$ cat config.mk
export PLATFORM = sky130hd
export DESIGN_NAME = ui_input_conditioner_flat
export DESIGN_NICKNAME = d
export VERILOG_FILES = /design/src/rtl/ui_input_conditioner_if.sv /design/src/rtl/ui_input_conditioner.sv /design/src/flat_wrapper.sv
export SDC_FILE = /design/constraint.sdc
export NUM_CORES = 1
export LEC_CHECK = 0
export ABC_AREA = 1
export BUFFER_PORTS_ARGS = -buffer_cell sky130_fd_sc_hd__buf_2
export CAP_MARGIN = 10
export CORE_UTILIZATION = 35
export DETAILED_ROUTE_END_ITERATION = 10
export PLACE_DENSITY_LB_ADDON = 0.12
export SLEW_MARGIN = 20
export SYNTH_ARGS = -nofsm -noshare
export SYNTH_HDL_FRONTEND = slang
export SYNTH_SLANG_ARGS = --single-unit
export TNS_END_PERCENT = 5
$ cat constraint.sdc
create_clock -name clk -period 14.7 [get_ports clk]
set_input_delay 0.735 -clock clk [delete_from_list [all_inputs] [get_ports clk]]
set_output_delay 0.735 -clock clk [all_outputs]
set_load 0.01 [all_outputs]
$ cat src/rtl/ui_input_conditioner_if.sv
// Bundle of the board-input and UI-controller signals around the input conditioner.
// slave is the conditioner's view; master is the view of whoever drives the raw inputs.
interface ui_input_conditioner_if #(
  parameter int DBITS = 32,
  parameter int NKEYS = 4,
  parameter int NSW   = 10
);
  logic [NKEYS-1:0] KEY;
  logic [NSW-1:0]   SW;
  logic             clrEn;
  logic [NKEYS-1:0] clrMask;
  logic [NKEYS-1:0] keyState;
  logic [NKEYS-1:0] keyPressed;
  logic [NSW-1:0]   swState;
  logic [DBITS-1:0] keyData;
  logic [DBITS-1:0] swData;

  modport slave (
    input  KEY, SW, clrEn, clrMask,
    output keyState, keyPressed, swState, keyData, swData
  );

  modport master (
    output KEY, SW, clrEn, clrMask,
    input  keyState, keyPressed, swState, keyData, swData
  );
endinterface

$ cat src/rtl/ui_input_conditioner.sv
// Synchronizes and debounces raw KEY/SW inputs and keeps sticky key-press flags
// that the UI controller reads as keyData/swData and clears with clrEn/clrMask.
module ui_input_conditioner #(
  parameter int DBITS           = 32,
  parameter int NKEYS           = 4,
  parameter int NSW             = 10,
  parameter int DEBOUNCE_CYCLES = 500000,
  parameter int CNT_BITS        = 20
) (
  input logic                   clk,
  input logic                   reset,
  ui_input_conditioner_if.slave bus
);

  localparam int NBITS = NKEYS + NSW;
  localparam logic [CNT_BITS-1:0] CNT_LAST = CNT_BITS'(DEBOUNCE_CYCLES - 1);
  localparam logic [CNT_BITS-1:0] CNT_ONE  = CNT_BITS'(1);

  typedef enum logic {
    STABLE   = 1'b0,
    CHANGING = 1'b1
  } dbState_t;

  // Keys occupy the low NKEYS positions, switches sit above them.
  logic [NBITS-1:0] syncBits;
  logic [NBITS-1:0] stableBits;
  logic [NKEYS-1:0] riseBits;
  logic [NKEYS-1:0] pressedBits;

  genvar gi;

  // Key synchronizers idle at 1 (released) and are inverted to active-high.
  generate
    for (gi = 0; gi < NKEYS; gi++) begin : g_keySync
      logic metaReg;
      logic syncReg;

      always_ff @(posedge clk or posedge reset) begin
        if (reset) begin
          metaReg <= 1'b1;
          syncReg <= 1'b1;
        end else begin
          metaReg <= bus.KEY[gi];
          syncReg <= metaReg;
        end
      end

      assign syncBits[gi] = ~syncReg;
    end
  endgenerate

  generate
    for (gi = 0; gi < NSW; gi++) begin : g_swSync
      logic metaReg;
      logic syncReg;

      always_ff @(posedge clk or posedge reset) begin
        if (reset) begin
          metaReg <= 1'b0;
          syncReg <= 1'b0;
        end else begin
          metaReg <= bus.SW[gi];
          syncReg <= metaReg;
        end
      end

      assign syncBits[NKEYS+gi] = syncReg;
    end
  endgenerate

  // One independent debouncer per bit. The counter only runs in CHANGING and is
  // cleared on acceptance, so it can never pass CNT_LAST.
  generate
    for (gi = 0; gi < NBITS; gi++) begin : g_debounce
      dbState_t            stateReg;
      logic [CNT_BITS-1:0] cntReg;
      logic                stableReg;
      logic                differs;
      logic                accept;

      assign differs = (syncBits[gi] != stableReg);
      assign accept  = (stateReg == CHANGING) && differs && (cntReg == CNT_LAST);

      always_ff @(posedge clk or posedge reset) begin
        if (reset) begin
          stateReg  <= STABLE;
          cntReg    <= '0;
          stableReg <= 1'b0;
        end else begin
          case (stateReg)
            STABLE: begin
              if (differs) begin
                stateReg <= CHANGING;
                cntReg   <= CNT_ONE;
              end else begin
                cntReg   <= '0;
              end
            end
            CHANGING: begin
              if (!differs) begin
                stateReg <= STABLE;
                cntReg   <= '0;
              end else if (cntReg == CNT_LAST) begin
                stateReg  <= STABLE;
                cntReg    <= '0;
                stableReg <= syncBits[gi];
              end else begin
                cntReg   <= cntReg + CNT_ONE;
              end
            end
            default: begin
              stateReg <= STABLE;
              cntReg   <= '0;
            end
          endcase
        end
      end

      assign stableBits[gi] = stableReg;

      if (gi < NKEYS) begin : g_rise
        assign riseBits[gi] = accept & syncBits[gi];
      end
    end
  endgenerate

  // Press flags: a rising accept in the same cycle as a clear keeps the flag set.
  generate
    for (gi = 0; gi < NKEYS; gi++) begin : g_press
      logic pressedReg;

      always_ff @(posedge clk or posedge reset) begin
        if (reset) begin
          pressedReg <= 1'b0;
        end else if (riseBits[gi]) begin
          pressedReg <= 1'b1;
        end else if (bus.clrEn && bus.clrMask[gi]) begin
          pressedReg <= 1'b0;
        end
      end

      assign pressedBits[gi] = pressedReg;
    end
  endgenerate

  assign bus.keyState   = stableBits[NKEYS-1:0];
  assign bus.swState    = stableBits[NBITS-1:NKEYS];
  assign bus.keyPressed = pressedBits;
  assign bus.keyData    = {{(DBITS-2*NKEYS){1'b0}}, pressedBits, stableBits[NKEYS-1:0]};
  assign bus.swData     = {{(DBITS-NSW){1'b0}}, stableBits[NBITS-1:NKEYS]};

endmodule

$ cat src/flat_wrapper.sv
// flat-port wrapper written by rule: the top's interface ports become plain ports
module ui_input_conditioner_flat 
#(
  parameter int DBITS           = 32,
  parameter int NKEYS           = 4,
  parameter int NSW             = 10,
  parameter int DEBOUNCE_CYCLES = 500000,
  parameter int CNT_BITS        = 20
)
  (clk, reset, bus_KEY, bus_SW, bus_clrEn, bus_clrMask, bus_keyState, bus_keyPressed, bus_swState, bus_keyData, bus_swData);
  ui_input_conditioner_if #(.DBITS(DBITS), .NKEYS(NKEYS), .NSW(NSW)) bus_i ();
  input logic clk;
  input logic reset;
  input wire logic [$bits(bus_i.KEY)-1:0] bus_KEY;
  input wire logic [$bits(bus_i.SW)-1:0] bus_SW;
  input wire logic [$bits(bus_i.clrEn)-1:0] bus_clrEn;
  input wire logic [$bits(bus_i.clrMask)-1:0] bus_clrMask;
  output wire logic [$bits(bus_i.keyState)-1:0] bus_keyState;
  output wire logic [$bits(bus_i.keyPressed)-1:0] bus_keyPressed;
  output wire logic [$bits(bus_i.swState)-1:0] bus_swState;
  output wire logic [$bits(bus_i.keyData)-1:0] bus_keyData;
  output wire logic [$bits(bus_i.swData)-1:0] bus_swData;
  assign bus_i.KEY = bus_KEY;
  assign bus_i.SW = bus_SW;
  assign bus_i.clrEn = bus_clrEn;
  assign bus_i.clrMask = bus_clrMask;
  assign bus_keyState = bus_i.keyState;
  assign bus_keyPressed = bus_i.keyPressed;
  assign bus_swState = bus_i.swState;
  assign bus_keyData = bus_i.keyData;
  assign bus_swData = bus_i.swData;
  ui_input_conditioner #(.DBITS(DBITS), .NKEYS(NKEYS), .NSW(NSW), .DEBOUNCE_CYCLES(DEBOUNCE_CYCLES), .CNT_BITS(CNT_BITS)) u_core (.clk(clk), .reset(reset), .bus(bus_i));
endmodule
==> reports/summary.txt <==
EDFF count, synth: 0
vias in the first global route: 14,074
Sw Ratio: 22.2%
reg2reg start: u_core.g_debounce[2].cntReg[0]
Max Root-Sink Buffers: 3
number of fill cells: 5,492
max-slew violations: 0
actual slew at the worst max-slew pin: 999 ps
crit path capture type: output port
TritonCTS clock tree: built
Power Dens Cells: 102 nW/um2
largest net degree at the start of global routing: 157
wire per inst: 11.2 um
R2R setup slack: 12,980 ps
Critical Path RT: 13,970 ps
Fin Clk Skew: 16.0 ps
Netlist cell types: 36
yosys warns: 0
initial core utilization: 35.7%
post-route ant nets: 0
Worst Path Buf+Inv: 1
Combinational Power Share: 3.7%
Post-CTS Resized: 0
#FFs+latches synth: 340
Peak supply drop: 0.0000739 V
number of I/O port buffers: 56
detailed placer's ending HPWL: 26.0 mm
row count: 84
clock slew at reported path FFs: 60 ps
Setup Fix Bufs, Post-CTS: 0
Hold Startpoint: bus_KEY[3]
Pleak: 9.37 nW
WP data arrival: 1220 ps
CTS Hold Buffers Added: 0
Hold Path Sink: u_core.g_keySync[3].metaReg
total negative slack: 0 ps
# DRC: 0
global-route wire length before repair: 65.4 mm
DIE AREA: 55,100 um2
sequential share of power: 45.1%
Hold Crit Class: primary input to register
Inserted Diodes: 0
kind of cell adding the most delay to the critical path: flip-flops
Power Internal: 1.66 mW
outcome: completed
TritonCTS Buffers: 42
Rel. slew slack: 33.4%
DP Area: 19,500 um2
Mapped Area: 19,000 um2
worst reg2reg path depth: 6
minimum clock period: 1950 ps
die width: 235 um
GRT Util Overall: 13.9%
Final Hold Viols: 0
drt via density: 4.39
cells after synthesis: 2,544
gp weighted congestion: 0.821
reg-to-reg endpoint: u_core.g_debounce[2].cntReg[0]
initial antenna violation count: 0
final net count: 2,630
H-Tree Depth: 2
die height: 235 um
Final Power: 2.13 mW
non-filler cells, final: 3,315
TritonCTS Sinks: 340
Achievable Freq: 512 MHz
RSZ-0062 raised after global routing: false
fin crit share: 13.3%
worst skew pair latency: 560 ps
DRT Pass-1 Iters: 7
Clk pwr share: 51.1%
fin area: 21,000 um2
share of post-route cells with drive strength above 1: 10.3%
max_cap viols: 0
# IOs: 103
ys flop type: dfrtp_1
slowest cell delay on critical path: 480 ps
Net Switching: 473 uW
crit-path max FO: 4
clk root buf: clkbuf_16
Core ar.: 53,100 um2
placed insts: 3,239
CP startpoint kind: register
sequential area share after synthesis: 44.9%
Vias: 14,569
Post-Route WL: 37.1 mm
Syn Area/Cell: 7.46 um2
fraction of registers with async set or reset after synthesis: 100%
Setup WS post-layout: 12,750 ps
CP Class: register to output port
GR Overflow Total: 0
pre-CTS setup slack: 12,150 ps
Area Growth Syn to Fin: 10.7%
final setup vio count: 0
WHS Path Cells: 1
1st-iter DRT viols: 722
critical path's slowest cell: dfrtp_1
CP Cell Sequence: buf_2
[cell usage after synthesis (13+ instances only)]
master | number | area share [%]
nor2_1 | 560 | 11
buf_4 | 85 | 3.4
nand3b_1 | 16 | 0.63
ha_1 | 14 | 0.92
dfrtp_1 | 332 | 44
o21ai_0 | 18 | 0.48
nand3_1 | 156 | 4.1
inv_1 | 304 | 6.0
nor2_2 | 79 | 2.6
nor2_4 | 27 | 1.6
nand2_1 | 678 | 13
nand4_1 | 16 | 0.53
a21oi_1 | 32 | 0.84
xnor2_1 | 27 | 1.2
nor3_1 | 22 | 0.58
nand2_2 | 13 | 0.43
xor2_1 | 106 | 4.9
[cell families (layout without fill, tap and decap cells)]
kind of cell,count (synthesis),count (layout),share of synthesized area (%)
buffers and inverters,410,448,10.4
other,1,46,0.0198
XOR/XNOR,133,133,6.14
adder cells (fa/ha/maj),14,14,0.924
flip-flops,340,340,44.9
AO/OA/AOI/OAI,68,68,2.14
AND/OR/NAND/NOR,1578,1578,35.5
[worst reg2reg max path: stages (launching register included)]
cell     delay, ps
dfrtp_1        370
ha_1           190
nand2_2         90
nor2_4         200
nand3_2        120
o21ai_2        460
o21ai_0        150
[area by class of cell]
type	instances	area, um2	area share (%)
repair buffers	58	308	1.47
multi-input cells	1839	8650	41.2
clock buffers	62	1240	5.91
clock inverters	14	228	1.08
flip-flops and latches	340	8520	40.6
well taps	688	861	4.10
inverters	314	1200	5.70
[layer usage]
metal / vias to the layer above / share of wire [%] / global-route usage, %
met5: - / 0 / 0
met3: 53 / 2.7 / 2.24
li1: 7726 / - / -
met4: 0 / 2.2 / 4.39
met1: 6646 / 50 / 18.5
met2: 144 / 45 / 23.1
[worst max path at each step]
stage / cells after the start / slack, ps / endpoint / start
2_1_floorplan: 1 / 4550 / u_core.g_debounce[0].cntReg[0] / reset
3_3_place_gp: 3 / 12160 / u_core.g_debounce[2].cntReg[11] / reset
3_5_place_dp: 3 / 12150 / u_core.g_debounce[2].cntReg[6] / reset
4_1_cts: 1 / 12710 / bus_swData[5] / u_core.g_debounce[9].stableReg
5_1_grt: 3 / 12530 / u_core.g_debounce[2].cntReg[9] / reset
6_report: 1 / 12750 / bus_swData[5] / u_core.g_debounce[9].stableReg
[state kept, by name, indices dropped and copies added, names as in the netlist]
| name | count |
|---|---|
| u_core.g_debounce.cntReg | 280 |
| u_core.g_debounce.stableReg | 14 |
| u_core.g_debounce.stateReg | 14 |
| u_core.g_swSync.metaReg | 10 |
| u_core.g_swSync.syncReg | 10 |
| u_core.g_keySync.metaReg | 4 |
| u_core.g_keySync.syncReg | 4 |
| u_core.g_press.pressedReg | 4 |
[power by group through the flow]
| stage | Clock (mW) | Sequential [mW] | Combinational [mW] |
|---|---|---|---|
| finish | 1.09 | 0.962 | 0.0798 |
| global route | 1.17 | 0.963 | 0.0946 |
| CTS | 1.14 | 0.962 | 0.0838 |
| detailed placement | 0 | 0.978 | 0.0836 |
| global placement | 0 | 0.978 | 0.0828 |
| floorplan | 0 | 0.977 | 0.0753 |
[cell usage in the layout, fill, tap and decap left out, types with 3 or more instances in the layout]
master,Yosys,layout
conb_1,1,46
xor2_1,106,106
nor2_1,560,560
nand2_1,678,678
nand3b_1,16,16
nand3_1,156,156
xnor2_1,27,27
o21a_1,6,6
clkbuf_16,0,45
inv_2,6,6
clkinvlp_4,0,3
nor3_1,22,22
clkinv_2,0,5
a21oi_1,32,32
nand2_2,13,13
dfstp_2,8,8
clkbuf_8,0,5
o21ai_0,18,18
nand3_2,5,5
nor2_4,27,27
inv_4,4,4
clkbuf_1,0,12
o21bai_1,6,6
bufinv_16,0,6
nand4_1,16,16
nor2_2,79,79
inv_1,304,303
buf_2,1,56
ha_1,14,14
dfrtp_1,332,332
[per-stage QoR]
stage | hold WS [ps] | util, %
2_1_floorplan | 331 | -
3_3_place_gp | 331 | 36.8
3_5_place_dp | 335 | 36.8
4_1_cts | 233 | 39.6
5_1_grt | 245 | 39.6
6_report | 274 | 39.6
Power figures use the tool's default switching activity.
